$ cat src/rtl/io_defs.sv
// Shared IO-space constants: address prefix, register offsets, status bits, TX state encoding.
package io_defs;

  localparam logic [3:0] IO_PREFIX     = 4'h8;

  localparam logic [7:0] OFF_STATUS    = 8'h00;
  localparam logic [7:0] OFF_RX_DATA   = 8'h04;
  localparam logic [7:0] OFF_TX_DATA   = 8'h08;
  localparam logic [7:0] OFF_CYCLE_CNT = 8'h10;
  localparam logic [7:0] OFF_INSTR_CNT = 8'h14;
  localparam logic [7:0] OFF_CNT_RST   = 8'h18;

  localparam int unsigned ST_TX_READY  = 0;
  localparam int unsigned ST_RX_VALID  = 1;
  localparam int unsigned ST_TX_OVF    = 2;

  localparam int unsigned DATA_W       = 32;
  localparam int unsigned BYTE_W       = 8;

  typedef enum logic {
    TX_IDLE = 1'b0,
    TX_FULL = 1'b1
  } tx_state_e;

  // Decoded IO access for the current cycle
  typedef struct packed {
    logic       rd;
    logic       wr;
    logic [7:0] off;
  } io_req_t;

endpackage

$ cat src/rtl/io_rx_fifo.sv
// Small circular FIFO buffering received UART bytes; full/empty are registered.
module io_rx_fifo #(
  parameter int unsigned DEPTH = 4,
  parameter int unsigned WIDTH = 8
) (
  input  logic             clk,
  input  logic             rst_n,
  input  logic             push_i,
  input  logic             pop_i,
  input  logic [WIDTH-1:0] data_i,
  output logic [WIDTH-1:0] head_o,
  output logic             full_o,
  output logic             empty_o
);

  localparam int unsigned AW = (DEPTH > 1) ? $clog2(DEPTH) : 1;
  localparam int unsigned CW = $clog2(DEPTH) + 1;

  logic [WIDTH-1:0] mem_q [DEPTH];
  logic [AW-1:0]    wr_ptr_q, wr_ptr_d;
  logic [AW-1:0]    rd_ptr_q, rd_ptr_d;
  logic [CW-1:0]    count_q, count_d;
  logic             full_q, empty_q;
  logic             do_push, do_pop;

  // A full FIFO refuses the push even when a pop frees a slot this cycle
  assign do_push = push_i & ~full_q;
  assign do_pop  = pop_i & ~empty_q;

  always_comb begin
    wr_ptr_d = wr_ptr_q;
    rd_ptr_d = rd_ptr_q;
    count_d  = count_q;
    if (do_push) wr_ptr_d = wr_ptr_q + AW'(1);
    if (do_pop)  rd_ptr_d = rd_ptr_q + AW'(1);
    if (do_push && !do_pop)      count_d = count_q + CW'(1);
    else if (do_pop && !do_push) count_d = count_q - CW'(1);
  end

  always_ff @(posedge clk or negedge rst_n) begin
    if (!rst_n) begin
      wr_ptr_q <= '0;
      rd_ptr_q <= '0;
      count_q  <= '0;
      full_q   <= 1'b0;
      empty_q  <= 1'b1;
    end else begin
      wr_ptr_q <= wr_ptr_d;
      rd_ptr_q <= rd_ptr_d;
      count_q  <= count_d;
      full_q   <= (count_d == CW'(DEPTH));
      empty_q  <= (count_d == '0);
    end
  end

  // Storage needs no reset; empty_o guards every read of it
  always_ff @(posedge clk) begin
    if (do_push) mem_q[wr_ptr_q] <= data_i;
  end

  assign head_o  = mem_q[rd_ptr_q];
  assign full_o  = full_q;
  assign empty_o = empty_q;

endmodule

$ cat src/rtl/io_controller.sv
// Memory-mapped IO controller: UART TX holding register, RX FIFO, cycle/instruction counters.
module io_controller #(
  parameter int unsigned RX_DEPTH  = 4,
  parameter logic [3:0]  IO_PREFIX = 4'h8
) (
  input  logic        clk,
  input  logic        rst_n,
  input  logic [31:0] A,
  input  logic [3:0]  io_trans,
  input  logic        io_recv,
  input  logic [31:0] wdata,
  input  logic        instr_retired,
  output logic [31:0] Received,
  output logic [7:0]  uart_tx_data,
  output logic        uart_tx_valid,
  input  logic        uart_tx_ready,
  input  logic [7:0]  uart_rx_data,
  input  logic        uart_rx_valid,
  output logic        uart_rx_ready
);

  import io_defs::*;

  io_req_t           req;
  logic              status_rd, rx_rd, tx_wr, cnt_rst;
  tx_state_e         tx_state_q, tx_state_d;
  logic [BYTE_W-1:0] tx_data_q, tx_data_d;
  logic              tx_valid_q, tx_valid_d;
  logic              tx_ovf_q, tx_ovf_d;
  logic              ovf_set;
  logic [DATA_W-1:0] cycle_q, cycle_d;
  logic [DATA_W-1:0] instr_q, instr_d;
  logic [DATA_W-1:0] received_q, received_d;
  logic [DATA_W-1:0] rdata;
  logic [BYTE_W-1:0] rx_head;
  logic              rx_full, rx_empty, rx_push;
  logic              unused_addr;

  assign unused_addr = ^A[27:8];

  // Strobes outside IO space are dropped entirely
  always_comb begin
    req.rd  = io_recv & (A[31:28] == IO_PREFIX);
    req.wr  = (|io_trans) & (A[31:28] == IO_PREFIX);
    req.off = A[7:0];
  end

  assign status_rd = req.rd & (req.off == OFF_STATUS);
  assign rx_rd     = req.rd & (req.off == OFF_RX_DATA);
  assign tx_wr     = req.wr & (req.off == OFF_TX_DATA);
  assign cnt_rst   = req.wr & (req.off == OFF_CNT_RST);

  // TX holding register FSM and sticky overflow flag
  always_comb begin
    tx_state_d = tx_state_q;
    tx_data_d  = tx_data_q;
    ovf_set    = 1'b0;
    unique case (tx_state_q)
      TX_IDLE: begin
        if (tx_wr) begin
          tx_state_d = TX_FULL;
          tx_data_d  = wdata[BYTE_W-1:0];
        end
      end
      TX_FULL: begin
        if (uart_tx_ready) begin
          if (tx_wr) tx_data_d = wdata[BYTE_W-1:0];
          else       tx_state_d = TX_IDLE;
        end else if (tx_wr) begin
          ovf_set = 1'b1;
        end
      end
    endcase
    tx_valid_d = (tx_state_d == TX_FULL);
    // A new overflow outranks the clear-on-read
    if (ovf_set)        tx_ovf_d = 1'b1;
    else if (status_rd) tx_ovf_d = 1'b0;
    else                tx_ovf_d = tx_ovf_q;
  end

  always_ff @(posedge clk or negedge rst_n) begin
    if (!rst_n) begin
      tx_state_q <= TX_IDLE;
      tx_data_q  <= '0;
      tx_valid_q <= 1'b0;
      tx_ovf_q   <= 1'b0;
    end else begin
      tx_state_q <= tx_state_d;
      tx_data_q  <= tx_data_d;
      tx_valid_q <= tx_valid_d;
      tx_ovf_q   <= tx_ovf_d;
    end
  end

  assign rx_push = uart_rx_valid & ~rx_full;

  io_rx_fifo #(
    .DEPTH (RX_DEPTH),
    .WIDTH (BYTE_W)
  ) u_rx_fifo (
    .clk     (clk),
    .rst_n   (rst_n),
    .push_i  (rx_push),
    .pop_i   (rx_rd),
    .data_i  (uart_rx_data),
    .head_o  (rx_head),
    .full_o  (rx_full),
    .empty_o (rx_empty)
  );

  // Free-running counters; a clear write wins over the increment
  always_comb begin
    cycle_d = cycle_q + DATA_W'(1);
    instr_d = instr_q + DATA_W'(instr_retired);
    if (cnt_rst) begin
      cycle_d = '0;
      instr_d = '0;
    end
  end

  always_ff @(posedge clk or negedge rst_n) begin
    if (!rst_n) begin
      cycle_q <= '0;
      instr_q <= '0;
    end else begin
      cycle_q <= cycle_d;
      instr_q <= instr_d;
    end
  end

  // Read mux; non-IO and unmapped reads return zero
  always_comb begin
    rdata = '0;
    if (req.rd) begin
      unique case (req.off)
        OFF_STATUS: begin
          rdata[ST_TX_READY] = (tx_state_q == TX_IDLE);
          rdata[ST_RX_VALID] = ~rx_empty;
          rdata[ST_TX_OVF]   = tx_ovf_q;
        end
        OFF_RX_DATA:   if (!rx_empty) rdata = DATA_W'(rx_head);
        OFF_CYCLE_CNT: rdata = cycle_q;
        OFF_INSTR_CNT: rdata = instr_q;
        default:       rdata = '0;
      endcase
    end
    received_d = io_recv ? rdata : received_q;
  end

  always_ff @(posedge clk or negedge rst_n) begin
    if (!rst_n) received_q <= '0;
    else        received_q <= received_d;
  end

  assign Received      = received_q;
  assign uart_tx_data  = tx_data_q;
  assign uart_tx_valid = tx_valid_q;
  assign uart_rx_ready = ~rx_full;

endmodule

$ cat config.mk
export PLATFORM = sky130hd
export DESIGN_NAME = io_controller
export DESIGN_NICKNAME = d
export VERILOG_FILES = /design/src/rtl/io_defs.sv /design/src/rtl/io_rx_fifo.sv /design/src/rtl/io_controller.sv
export SDC_FILE = /design/constraint.sdc
export NUM_CORES = 1
export LEC_CHECK = 0
export ABC_CLOCK_PERIOD_IN_PS = 4800
export CAP_MARGIN = 25
export CORE_UTILIZATION = 49
export DETAILED_ROUTE_END_ITERATION = 10
export GPL_TIMING_DRIVEN = 1
export PLACE_DENSITY_LB_ADDON = 0.08
export SLEW_MARGIN = 20
export SYNTH_ARGS = -nofsm -noshare
export SYNTH_HDL_FRONTEND = slang
export SYNTH_HIERARCHICAL = 1
export SYNTH_SLANG_ARGS = --single-unit
$ cat constraint.sdc
create_clock -name clk -period 4.8 [get_ports clk]
set_input_delay 1.2 -clock clk [delete_from_list [all_inputs] [get_ports clk]]
set_output_delay 1.2 -clock clk [all_outputs]
set_load 0.05 [all_outputs]
== Word-level counts from Yosys, hierarchy flattened ==
Memory sizes are Yosys's and may differ from the RTL's.
Cells that the tools add are included.

* Register bits: 115
* Output and inout bits: 42
* RAM bits: 32
* Memories kept: 1
* Logic and storage cells: 66

* Reductions and logical operators: 8
* Equality and inequality tests: 8
* Bitwise gates (word level): 12
* Add/sub/neg operators: 6
* Multiplexer cells: 20

{| class="wikitable"
|+ Memory list
! name !! words !! bits a word !! rd ports !! clocked after Yosys merged registers in !! write ports !! line !! text
|-
| u_rx_fifo.mem_q || 4 || 8 || 1 || 0 || 1 || io_rx_fifo.sv:19 || <nowiki>logic [WIDTH-1:0] mem_q [DEPTH];</nowiki>
|}

{| class="wikitable"
|+ Operators with widths
! cell !! count
|-
| $mux 32 || 3
|-
| $pmux 29 s3 || 1
|-
| $add 32x1->32 || 1
|-
| $add 32x1->32 const B || 1
|-
| $eq 8x5->1 const B || 3
|-
| $mux 8 || 3
|-
| $pmux 8 s2 || 1
|-
| $pmux 3 s4 || 1
|-
| $and 1x1->1 || 9
|-
| $eq 8x3->1 const B || 1
|-
| $eq 8x4->1 const B || 1
|-
| $logic_not 8->1 || 1
|-
| $mux 1 || 8
|-
| $mux 3 || 2
|-
| $add 2x1->2 const B || 2
|-
| $eq 4x4->1 const B || 1
|-
| $reduce_or 4->1 || 1
|-
| $add 3x1->3 const B || 1
|-
| $eq 3x3->1 const B || 1
|-
| $logic_not 3->1 || 1
|-
| $not 1->1 || 3
|-
| $sub 3x1->3 const B || 1
|-
| $logic_and 1x1->1 || 2
|-
| $logic_not 1->1 || 2
|-
| 3 further kinds || 3
|}

== Depth between registers and ports, before layout ==
* Word-level depth: 8
* Gate-level depth with buffers: 9

== Modules after synthesis ==
Netlist, hierarchy kept.

{| class="wikitable"
|+ By module, submodules not included
! module !! area each (um^2) !! cells an instance !! instances !! sequential area each (um^2)
|-
| io_controller || 5,539.1 || 567 || 1 || 2,652.5
|-
| io_rx_fifo || 1,734.2 || 98 || 1 || 1,187.4
|}

== Least setup slack after synthesis ==
OpenSTA, ideal clock, no wires.

* Path kind: input to register
* Start: input port A[29]
* End: register u_rx_fifo.empty_q (netlist: u_rx_fifo/empty_o)
* Library setup time: 0.061 ns
* Cell stages on the path: 8
* Path slack: 1.389 ns
* Data required time: 4.739 ns
* Arrival time: 3.351 ns
* Cell sequence: or4b_1 -> or4_1 -> buf_2 -> nor3b_1 -> nor2b_4 -> xnor2_1 -> a211oi_2 -> o21ba_1

* Cells in the longest elaborated chain, start to end: 8

{| class="wikitable"
|+ RTL lines
! what !! line !! text
|-
| start, declared || io_controller.sv:8 || <nowiki>input logic [31:0] A,</nowiki>
|-
| $eq 4x4->1 (*) || io_controller.sv:43 || <nowiki>req.rd = io_recv & (A[31:28] == IO_PREFIX);</nowiki>
|-
| $and 1x1->1 (*) || io_controller.sv:43 ||
|-
| $and 1x1->1 (*) || io_controller.sv:49 || <nowiki>assign rx_rd = req.rd & (req.off == OFF_RX_DATA);</nowiki>
|-
| named net rx_rd || io_controller.sv:25 || <nowiki>logic status_rd, rx_rd, tx_wr, cnt_rst;</nowiki>
|-
| $and 1x1->1 (*) || io_rx_fifo.sv:28 || <nowiki>assign do_pop = pop_i & ~empty_q;</nowiki>
|-
| $logic_and 1x1->1 or $logic_not 1->1 (tied branches) || io_rx_fifo.sv:37, io_rx_fifo.sv:36 ||
|-
| $mux 3 or $logic_and 1x1->1 (tied branches) || io_rx_fifo.sv:37, io_rx_fifo.sv:36 ||
|-
| $mux 3 (*) || io_rx_fifo.sv:36 || <nowiki>if (do_push && !do_pop) count_d = count_q + CW'(1);</nowiki>
|-
| $logic_not 3->1 (*) || io_rx_fifo.sv:52 || <nowiki>empty_q <= (count_d == '0);</nowiki>
|-
| end signal, assigned || io_rx_fifo.sv:52 ||
|-
| end, declared || io_rx_fifo.sv:23 || <nowiki>logic full_q, empty_q;</nowiki>
|}

Mark *: on every way through the listed nets, which the timed path passes. The rest lies on a longest branch.
A chain may end at the register's enable or synchronous reset.

== Worst setup path in the final report ==
* Start: input port A[29]
* End: register tx_data_q[2] (netlist: uart_tx_data[2])

* Cells in the longest elaborated chain, start to end: 6

{| class="wikitable"
|+ RTL lines
! what !! line !! text
|-
| $eq 4x4->1 (*) || io_controller.sv:44 || <nowiki>req.wr = (|io_trans) & (A[31:28] == IO_PREFIX);</nowiki>
|-
| $and 1x1->1 (*) || io_controller.sv:44 ||
|-
| $and 1x1->1 (*) || io_controller.sv:50 || <nowiki>assign tx_wr = req.wr & (req.off == OFF_TX_DATA);</nowiki>
|-
| $mux 8 (*) || -- ||
|-
| $mux 8 || -- ||
|-
| $pmux 8 s2 (*) || -- ||
|-
| end signal, assigned || io_controller.sv:89 || <nowiki>tx_data_q <= tx_data_d;</nowiki>
|-
| end, declared || io_controller.sv:27 || <nowiki>logic [BYTE_W-1:0] tx_data_q, tx_data_d;</nowiki>
|}

Every way passes the cells marked *; elsewhere a longest branch is shown, timed or not. The select of a mux whose other input is x is not followed.

==> flow_summary.yaml <==
outcome:
  status: "finished, final reports clean"
timing:
  maxClockFrequency_ghz: 0.272
  whs_ns: 0.507
  slew_headroom_pct: 33.3
  finalClockSkew_ns: 0.00698
  setup_viol: 0
  fin_setup_tns_ns: 0
  hold_violations: 0
  final.period_utilization_pct: 76.6
  grt_setup_unrepaired: "false"
  worst_pin_slew_ns: 1.00
  drv_slew: 0
  min_period_ns: 3.67
critical_path:
  endpoint_kind: "flop"
  crit_fanout: 24
  timing_worst_setup_path_type: "input port to flop"
  slowest_stage: "or4_1"
  rrSetupSlack_ns: 2.32
  cp_data_arrival_time_ns: 3.97
  cp.required_ns: 5.10
  rr_worst_depth: 4
  cp_cell_sequence: "clkdlybuf4s50_1 > or4b_1 > or4_1 > nor3_4 > mux2_2"
  critPathLaunchType: "input port"
  crit_path_max_incr_delay_ns: 0.93
clocking:
  cts_setup_buffers: 0
  clockBufferDepth: 2
  cts_root_buffer: "clkbuf_16"
  htreeDepth: 4
  cts_hold_buffers: 0
  cts_tree: "yes"
  cts_made_buffers: 17
  post_cts_resized: 0
  path_clk_slew_ns: 0.06
  cts.sinks: 147
  clock_latency_ns: 0.42
global_route:
  grt_pass1_wl_um: 26300
  grt_max_degree: 72
  grt_pass1_vias: 5268
  grtUsageTotal_pct: 22.7
  grt-ovfl-total: 0
  antenna_found_initial: 0
placed_design:
  gp_congestion: 0.789
  numPortBuffers: 79
  place_area_um2: 8140
  dp.cells: 890
  dp_hpwl_um: 11000
die:
  dieArea_um2: 15300
  fp.dieH_um: 124
  die_w_um: 124
  coreArea_um2: 14500
  io_pins: 124
  start_util_pct: 50.0
  num_rows: 44
route:
  wire_per_inst_um: 17.5
  drt_iter0_markers: 288
  viasPerCell: 5.76
  num_vias: 5321
  final_antenna_net_count: 0
  drtPass1Iterations: 4
  wl_um: 16200
  drc_errors: 0
finish:
  stdcell_count: 923
  drive_above_1_share_pct: 9.88
  antenna-diode-count: 0
  area_growth_syn_to_layout_pct: 20.8
  nNetsFinal: 817
  fin_area_um2: 8790
synth:
  synth_top_flop_cell: "dfrtp_1"
  yosys_warnings: 6
  synth_fp_nets: 756
  synth_area_um2: 7270
  yosysSeqAreaShare_pct: 52.8
  synth_edf_count: 32
  async_flop_share_pct: 78.2
  ys_types: 52
  ys_ff_latch: 147
  syn_inst: 665
  synth.avg_cell_area_um2: 10.9
pwr:
  pwr-share-comb_pct: 13.0
  pwr-share-seq_pct: 45.4
  leakagePower_nw: 3.42
  p_int_mw: 2.55
  power_mw: 3.39
  swShare_pct: 24.9
  ir_drop_mv: 0.283
  powerDensity_nw_per_um2: 386
  clockPowerShare_pct: 41.6
  p_sw_uw: 846
hold_path:
  hold_depth: 1
  hold_path_class: "flop to flop"
run:
  cap_viol_max_count: 0
cell usage in the layout, fill, tap and decap left out, drive strengths merged, types with 20 or more instances in the layout:
master / count
a21oi: 36
dfrtp: 114
clkdlybuf4s50: 77
clkbuf: 20
nor2: 31
nand2: 27
inv: 46
or4: 24
o22ai: 33
mux2i: 36
edfxtp: 32
nand3: 24
Yosys cell counts, types with 3 or more instances:
master	number	area, um^2
a21oi_1	36	180
and2_1	7	43.8
and3_1	9	56.3
and4_1	6	52.6
buf_1	4	15.0
buf_2	10	50.1
buf_6	3	33.8
clkbuf_1	27	101
dfrtp_1	114	2850
edfxtp_1	32	961
ha_1	9	113
inv_1	46	173
mux2_2	13	146
mux2i_1	36	360
mux4_2	9	203
nand2_1	27	101
nand2b_1	4	25.0
nand3_1	24	120
nand4_1	18	113
nor2_1	30	113
nor2b_1	6	37.5
nor3_1	7	35.0
nor3b_1	6	45.0
nor4_1	13	81.3
o21ai_0	19	95.1
o21bai_1	11	82.6
o22ai_1	33	206
o31ai_1	18	135
or2_2	4	25.0
or3_1	11	68.8
or4_1	24	180
xnor2_1	13	114
xor2_1	15	131
metal layers:
layer	track usage, %	wire, um
met1	28.6	6990
met2	39.1	8450
met4	6.10	121
met5	0	0
met3	5.13	621
metrics by stage:
| stage | utilization (%) | setup slack, ns |
|---|---|---|
| after floorplan | - | 1.39 |
| after global placement | 56.0 | 0.729 |
| after detailed placement | 56.0 | 0.660 |
| after CTS | 60.3 | 1.10 |
| after global routing | 60.5 | 0.991 |
| final | 60.5 | 1.13 |
final cells by class:
class | count | area [um^2]
fillers | 1212 | 5740
flip-flops and latches | 147 | 3840
multi-input cells | 426 | 3060
repair buffers | 87 | 863
clock buffers | 20 | 437
well taps | 184 | 230
clock inverters | 12 | 186
inverters | 47 | 176
kinds of logic (layout without fill, tap and decap cells):
logic type                 count (synthesis)  count (layout)  share of synthesized area, %
adders and majority gates                  9               9                          1.55
buffers and inverters                     92             166                          5.25
DFF                                      147             147                          52.8
AOI/OAI and AO/OA                        123             123                          10.4
xor gates and xnor gates                  28              28                          3.37
and+or+nand+nor                          208             208                          16.9
muxes                                     58              58                          9.75
sequential cells by signal, indices dropped and copies added, names as in the netlist, 2 cells and up:
| register | cells |
|---|---|
| uart_tx_data | 8 |
| instr_q | 32 |
| u_rx_fifo/rd_ptr_q | 2 |
| u_rx_fifo/count_q | 3 |
| Received | 32 |
| u_rx_fifo/wr_ptr_q | 2 |
| cycle_q | 32 |
| u_rx_fifo/mem_q | 32 |
critical path: cells and delay by family:
family,cells,cell delay (ns)
buffers and inverters,1,0.39
multiplexers,1,0.39
AND/OR/NAND/NOR,3,1.99
power groups by stage:
stage	registers [mW]	clock network, mW	logic, mW
global route	1.56	1.48	0.503
finish	1.54	1.41	0.441
floorplan	1.53	0	0.320
CTS	1.54	1.43	0.446
global placement	1.55	0	0.428
detailed placement	1.56	0	0.444
worst paths after layout:
path | startpoint | endpoint
max | A[29] | uart_tx_data[2]
min | uart_tx_data[4] | uart_tx_data[4]
max reg2reg | cycle_q[5] | cycle_q[28]
min reg2reg | uart_tx_data[4] | uart_tx_data[4]
max in group asynchronous | rst_n | u_rx_fifo/empty_o
min in group asynchronous | rst_n | Received[13]
Power figures use the tool's default switching activity.
